[config.mk]
export PLATFORM = sky130hd
export DESIGN_NAME = mult_div_unit
export DESIGN_NICKNAME = d
export VERILOG_FILES = /design/src/rtl/mult_div_unit.sv
export SDC_FILE = /design/constraint.sdc
export NUM_CORES = 2
export LEC_CHECK = 0
export ABC_CLOCK_PERIOD_IN_PS = 7900
export CORE_ASPECT_RATIO = 0.6
export CORE_MARGIN = 8
export CORE_UTILIZATION = 59
export CTS_CLUSTER_SIZE = 12
export DETAILED_ROUTE_END_ITERATION = 10
export GPL_ROUTABILITY_DRIVEN = 0
export PLACE_DENSITY = 0.86
export SYNTH_ARGS = -nofsm -noshare
export SYNTH_HDL_FRONTEND = slang
export SYNTH_SLANG_ARGS = --single-unit
[constraint.sdc]
create_clock -name clk -period 7.9 [get_ports clk]
set_input_delay 0.79 -clock clk [delete_from_list [all_inputs] [get_ports clk]]
set_output_delay 0.79 -clock clk [all_outputs]
set_load 0.01 [all_outputs]
[src/rtl/mult_div_unit.sv]
// ---------------------------------------------------------------------------
// mult_div_unit
//   Multi-cycle multiply/divide unit with architectural HI/LO registers.
//   Multiplies take MULT_CYCLES busy cycles. Divides use a restoring divider,
//   one quotient bit per cycle, followed by one sign-fix cycle (WIDTH+1 busy
//   cycles in total).
//
// Parameters
//   WIDTH        operand / HI / LO width (even, 8..64)
//   MULT_CYCLES  busy cycles for mult/multu (1..16)
//
// Ports
//   clk    in   single clock, rising edge
//   reset  in   synchronous, active-low reset
//   start  in   one-cycle command strobe, qualified by op
//   op     in   0 nop, 1 mult, 2 multu, 3 div, 4 divu, 5 mthi, 6 mtlo, 7 nop
//   a      in   multiplicand / dividend / mthi-mtlo write data
//   b      in   multiplier / divisor
//   busy   out  high while an operation is in flight
//   done   out  one-cycle pulse in the cycle after HI/LO take a result
//   hi     out  HI register
//   lo     out  LO register
// ---------------------------------------------------------------------------
module mult_div_unit #(
    parameter int WIDTH       = 32,
    parameter int MULT_CYCLES = 5
) (
    input  logic             clk,
    input  logic             reset,
    input  logic             start,
    input  logic [2:0]       op,
    input  logic [WIDTH-1:0] a,
    input  logic [WIDTH-1:0] b,
    output logic             busy,
    output logic             done,
    output logic [WIDTH-1:0] hi,
    output logic [WIDTH-1:0] lo
);

    localparam logic [1:0] S_IDLE = 2'd0;
    localparam logic [1:0] S_MUL  = 2'd1;
    localparam logic [1:0] S_DIV  = 2'd2;
    localparam logic [1:0] S_FIX  = 2'd3;

    localparam logic [2:0] OP_MULT  = 3'd1;
    localparam logic [2:0] OP_MULTU = 3'd2;
    localparam logic [2:0] OP_DIV   = 3'd3;
    localparam logic [2:0] OP_DIVU  = 3'd4;
    localparam logic [2:0] OP_MTHI  = 3'd5;
    localparam logic [2:0] OP_MTLO  = 3'd6;

    // Wide enough for WIDTH-1 (<=63) and MULT_CYCLES-1 (<=15).
    localparam int CNT_W = 7;

    logic [1:0]       state_reg;
    logic [CNT_W-1:0] cnt_reg;
    logic             busy_reg;
    logic             done_reg;
    logic [WIDTH-1:0] hi_reg;
    logic [WIDTH-1:0] lo_reg;

    // opa_reg: multiplicand, or the original dividend (needed for divide by zero).
    // opb_reg: multiplier, or the divisor magnitude.
    logic [WIDTH-1:0] opa_reg;
    logic [WIDTH-1:0] opb_reg;
    logic             mul_signed_reg;

    // Divider working state: quo_reg starts as the dividend magnitude and
    // shifts left each step while quotient bits shift in at the bottom.
    logic [WIDTH-1:0] rem_reg;
    logic [WIDTH-1:0] quo_reg;
    logic             neg_q_reg;
    logic             neg_r_reg;
    logic             dz_reg;

    // ---------------- multiplier datapath ----------------
    logic [2*WIDTH-1:0] mul_a_ext;
    logic [2*WIDTH-1:0] mul_b_ext;
    logic [2*WIDTH-1:0] product;

    // Sign/zero extension to 2*WIDTH makes a single modular multiply give
    // the correct low 2*WIDTH bits for both signed and unsigned products.
    assign mul_a_ext = {{WIDTH{mul_signed_reg & opa_reg[WIDTH-1]}}, opa_reg};
    assign mul_b_ext = {{WIDTH{mul_signed_reg & opb_reg[WIDTH-1]}}, opb_reg};
    assign product   = mul_a_ext * mul_b_ext;

    // ---------------- divider setup ----------------
    logic             div_signed;
    logic [WIDTH-1:0] a_abs;
    logic [WIDTH-1:0] b_abs;

    // The most-negative value maps to itself, which read as unsigned is the
    // correct magnitude 2^(WIDTH-1); overflow then falls out naturally.
    assign div_signed = (op == OP_DIV);
    assign a_abs      = (div_signed && a[WIDTH-1]) ? -a : a;
    assign b_abs      = (div_signed && b[WIDTH-1]) ? -b : b;

    // ---------------- restoring divide step ----------------
    logic [WIDTH:0]   shifted;
    logic [WIDTH:0]   diff;
    logic             step_ok;
    logic [WIDTH-1:0] rem_next;
    logic [WIDTH-1:0] quo_next;

    // rem < divisor always holds, so shifted fits in WIDTH+1 bits and the
    // top bit of diff is a clean borrow flag.
    assign shifted  = {rem_reg, quo_reg[WIDTH-1]};
    assign diff     = shifted - {1'b0, opb_reg};
    assign step_ok  = ~diff[WIDTH];
    assign rem_next = step_ok ? diff[WIDTH-1:0] : shifted[WIDTH-1:0];
    assign quo_next = {quo_reg[WIDTH-2:0], step_ok};

    // ---------------- control ----------------
    always_ff @(posedge clk) begin
        if (!reset) begin
            state_reg      <= S_IDLE;
            cnt_reg        <= '0;
            busy_reg       <= 1'b0;
            done_reg       <= 1'b0;
            hi_reg         <= '0;
            lo_reg         <= '0;
            opa_reg        <= '0;
            opb_reg        <= '0;
            mul_signed_reg <= 1'b0;
            rem_reg        <= '0;
            quo_reg        <= '0;
            neg_q_reg      <= 1'b0;
            neg_r_reg      <= 1'b0;
            dz_reg         <= 1'b0;
        end else begin
            done_reg <= 1'b0;
            case (state_reg)
                S_IDLE: begin
                    if (start) begin
                        case (op)
                            OP_MULT, OP_MULTU: begin
                                opa_reg        <= a;
                                opb_reg        <= b;
                                mul_signed_reg <= (op == OP_MULT);
                                cnt_reg        <= CNT_W'(MULT_CYCLES - 1);
                                busy_reg       <= 1'b1;
                                state_reg      <= S_MUL;
                            end
                            OP_DIV, OP_DIVU: begin
                                opa_reg   <= a;
                                opb_reg   <= b_abs;
                                quo_reg   <= a_abs;
                                rem_reg   <= '0;
                                neg_q_reg <= div_signed & (a[WIDTH-1] ^ b[WIDTH-1]);
                                neg_r_reg <= div_signed & a[WIDTH-1];
                                dz_reg    <= (b == '0);
                                cnt_reg   <= CNT_W'(WIDTH - 1);
                                busy_reg  <= 1'b1;
                                state_reg <= S_DIV;
                            end
                            OP_MTHI: hi_reg <= a;
                            OP_MTLO: lo_reg <= a;
                            default: ;  // nop and reserved
                        endcase
                    end
                end
                S_MUL: begin
                    if (cnt_reg == '0) begin
                        {hi_reg, lo_reg} <= product;
                        busy_reg         <= 1'b0;
                        done_reg         <= 1'b1;
                        state_reg        <= S_IDLE;
                    end else begin
                        cnt_reg <= cnt_reg - 1'b1;
                    end
                end
                S_DIV: begin
                    rem_reg <= rem_next;
                    quo_reg <= quo_next;
                    if (cnt_reg == '0) begin
                        state_reg <= S_FIX;
                    end else begin
                        cnt_reg <= cnt_reg - 1'b1;
                    end
                end
                S_FIX: begin
                    if (dz_reg) begin
                        lo_reg <= '1;
                        hi_reg <= opa_reg;
                    end else begin
                        lo_reg <= neg_q_reg ? -quo_reg : quo_reg;
                        hi_reg <= neg_r_reg ? -rem_reg : rem_reg;
                    end
                    busy_reg  <= 1'b0;
                    done_reg  <= 1'b1;
                    state_reg <= S_IDLE;
                end
                default: state_reg <= S_IDLE;
            endcase
        end
    end

    assign busy = busy_reg;
    assign done = done_reg;
    assign hi   = hi_reg;
    assign lo   = lo_reg;

endmodule
==> results.md <==
* Vias at approximately 45000
* Row count at 84
* Clock Tree Root: clkbuf_16
* Fillers at ~6000
* DRT met1 WL at between 50 and 60 mm
* WL/cell at 23.0 um
* Hold buffers post-CTS at 0
* Final hold violations at 0
* Unrepaired setup endpoints after global routing: true
* Clock skew at ~0.053 ns
* DP Wirelength at between 100 and 150 mm
* Total Routing Usage GR at between 30% and 40%
* Uppermost layer routed: met5
* Total number of yosys warnings at 0
* Initial Utilization at 59.3%
* Largest net degree at the start of global routing at 111
* Max incr delay on CP at a little over 0.6 ns
* Most used cell, CP: fa_1
* Buffers on Ports at between 100 and 150
* Met2 WL at between 70 and 80 mm
* Antenna-violating nets left at 0
* Fin worst setup slack at -0.0830 ns
* Routed Wire Length at approximately 170 mm
* Initial antenna violation count at 10
* First-pass GRT wire length at around 260 mm
* PwrDens at about 160 nW/um^2
* Boundary pin count at 136
* Layout cells sized above 1 at approximately 9.2%
* Critical Path Start Type: flop
* Core area at between 80000 and 90000 um^2
* Post-layout instance count excluding filler cells at approximately 7300
* Failing checks: design-rule violations, negative setup slack
* Setup crit end kind: flop
* Critical Path AT at between 8 and 9 ns
* DRT iter0 DRCs at 6874
* Post-synth EDFFs at 0
* Inst Count DP at ~7300
* Max-cap violations at 0
* Hold wc startpoint: lo[16]
* FMAX at around 130 MHz
* Slowest cell on the critical path: fa_2
* Final net count at approximately 7600
* CTS Buffer Depth at 3
* Shortest period the worst path allows at approximately 8 ns
* Die Ht at between 200 and 250 um
* Critical Setup Path Class: reg -> reg
* Post-synthesis register bit count at approximately 210
* CP max FO at 8
* Async set-reset flop share out of synthesis at 0%
* Drt via density at about 6.2
* Remaining DRCs at 1
* Cts bufs inserted at 22
* Leak pwr at about 27 nW
* Post-synthesis average cell area at 8.57 um^2
* Routed wl met3 at around 26 mm
* Clk Latency, worst-skew pair at ~0.57 ns
* GRT overflow at 0
* Hold Path Class: reg -> reg
* Status: complete, but fails checks
* Mapped Cells at around 6000
* Predominant post-synthesis flop cell: dfxtp_1
* Die area at a little under 100000 um^2
* Die Wd at 398 um
* CTS H-tree lvls at 1
* Final Slew Violations at 0
* Final period util at 101%
* Worst EP required at ~8.3 ns
* Reg2reg start: opa_reg[31]
* Worst setup path startpoint: opa_reg[31]
* Syn_nets at ~7500
* CTS tree: yes
* Final number of setup-violating endpoints at 8
* Clk slew on worst S/H paths at 0.07 ns
* Netlist Area Pre-Place at just over 50000 um^2
* Seq/Total Area, Yosys at roughly 8%
* Hold slack at between 0.5 and 0.6 ns
* Peak VDD IR at between 200 and 250 uV
* P&R area growth vs syn at 12.1%
* First-pass DRT Iterations at 11
* Final Instance Area at roughly 58000 um^2
* Actual slew at the worst max-slew pin at 1.31 ns
* Vias in the first global route at between 40000 and 50000
* Max-slew headroom at 12.3%
* CTS Sinks at approximately 210
* Placed instance area at about 56000 um^2
* Synth cell types at 78
-- area by class of cell --
class	instances	area (um^2)	share of cell area (%)
clock inverter	5	41.3	0.0714
clock buffer	25	582	1.01
timing repair buffer	507	5040	8.72
multi-input combinational	4222	42100	72.7
inverter	1187	4460	7.71
antenna	3	7.51	0.0130
sequential	207	4210	7.27
tap	1161	1450	2.51
-- metrics by stage --
step	power, mW	setup TNS, ns	setup WS (ns)	utilization, %
6_report	9.00	-0.455	-0.0830	66.4
5_1_grt	9.40	-1.74	-0.269	66.4
4_1_cts	8.55	-0.000106	-0.000106	65.6
3_5_place_dp	7.50	-2.56	-0.433	64.6
3_3_place_gp	7.25	-1.02	-0.304	64.6
2_1_floorplan	4.93	0	0.0393	-
-- worst max-delay path: cells and delay by family, from the launching register on --
family / cells / cell delay, ns
adder cells (fa/ha/maj): 9 / 4.45
buffers and inverters: 9 / 1.14
AND/OR/NAND/NOR: 5 / 1.11
AO/OA/AOI/OAI: 4 / 0.70
flip-flops: 1 / 0.34
XOR/XNOR: 1 / 0.12
-- path summary, 6_finish.rpt --
| check | to | depth (start not counted) | slack (ns) |
|---|---|---|---|
| setup / recovery | hi[26] | 28 | -0.08 |
| hold / removal | lo[16] | 1 | 0.51 |
| setup reg to reg | hi[26] | 28 | -0.08 |
| hold reg to reg | lo[16] | 1 | 0.51 |
-- power by group --
| part | switching (mW) | internal [mW] |
|---|---|---|
| clock | 0.488 | 0.522 |
| combinational | 3.89 | 2.47 |
| sequential | 0.315 | 1.32 |
| total | 4.69 | 4.31 |
-- per-layer routing --
metal,vias up,GRT usage (%)
met5,-,0.0496
met4,14,17.6
met3,866,10.3
met2,3777,49.8
met1,22300,44.7
li1,18500,-
-- Yosys cell counts, types with 35 or more instances --
library cell,instances,area (um^2)
a21oi_1,152,761
a21boi_0,70,526
clkbuf_1,403,1510
o21ai_0,255,1280
nand3_1,40,200
ha_1,254,3180
a21o_1,51,383
and2_1,355,2220
xnor2_1,128,1120
nand2_1,1069,4010
mux2i_1,35,350
o31ai_1,35,263
a221oi_1,40,350
xor2_1,87,762
fa_1,1126,22500
inv_1,1187,4460
dfxtp_1,207,4140
o211a_1,38,380
nor2_1,111,417
-- cells in the final DEF (no fill, tap or decap), drive strengths merged, types with 13 or more instances in the layout --
cell type	n
a21o	51
or4	16
nand2	1069
clkbuf	26
o211a	38
mux2i	35
o21a	14
nor2	111
o31ai	37
clkdlybuf4s50	134
or3	20
o41ai	16
a21oi	152
dfxtp	207
inv	1186
nor3	28
xnor2	128
a31oi	29
a21boi	70
nand4	18
or2	16
nor4	18
o21ai	261
nand2b	22
a211oi	13
a221oi	40
and2	355
o21bai	18
fa	1126
nand3	40
and3	34
xor2	88
nor2b	16
buf	371
ha	254
-- what timing repair did --
item / CTS / global route
gates cloned: 1 / 1
gates resized for setup: 58 / 129
pin swaps: 26 / 55
buffers inserted: 7 / 15
endpoints found under the setup margin: 21 / 26
-- kinds of logic after synthesis --
| family | after synthesis | synth area share (%) |
|---|---|---|
| and+or+nand+nor | 1780 | 15.9 |
| buffers and inverters | 1598 | 11.7 |
| adders and majority gates | 1380 | 49.8 |
| AOI/OAI and AO/OA | 811 | 10.3 |
| xor gates and xnor gates | 216 | 3.70 |
| DFF | 207 | 8.03 |
| muxes | 35 | 0.679 |
No activity file was read; power rests on OpenSTA's default activity.
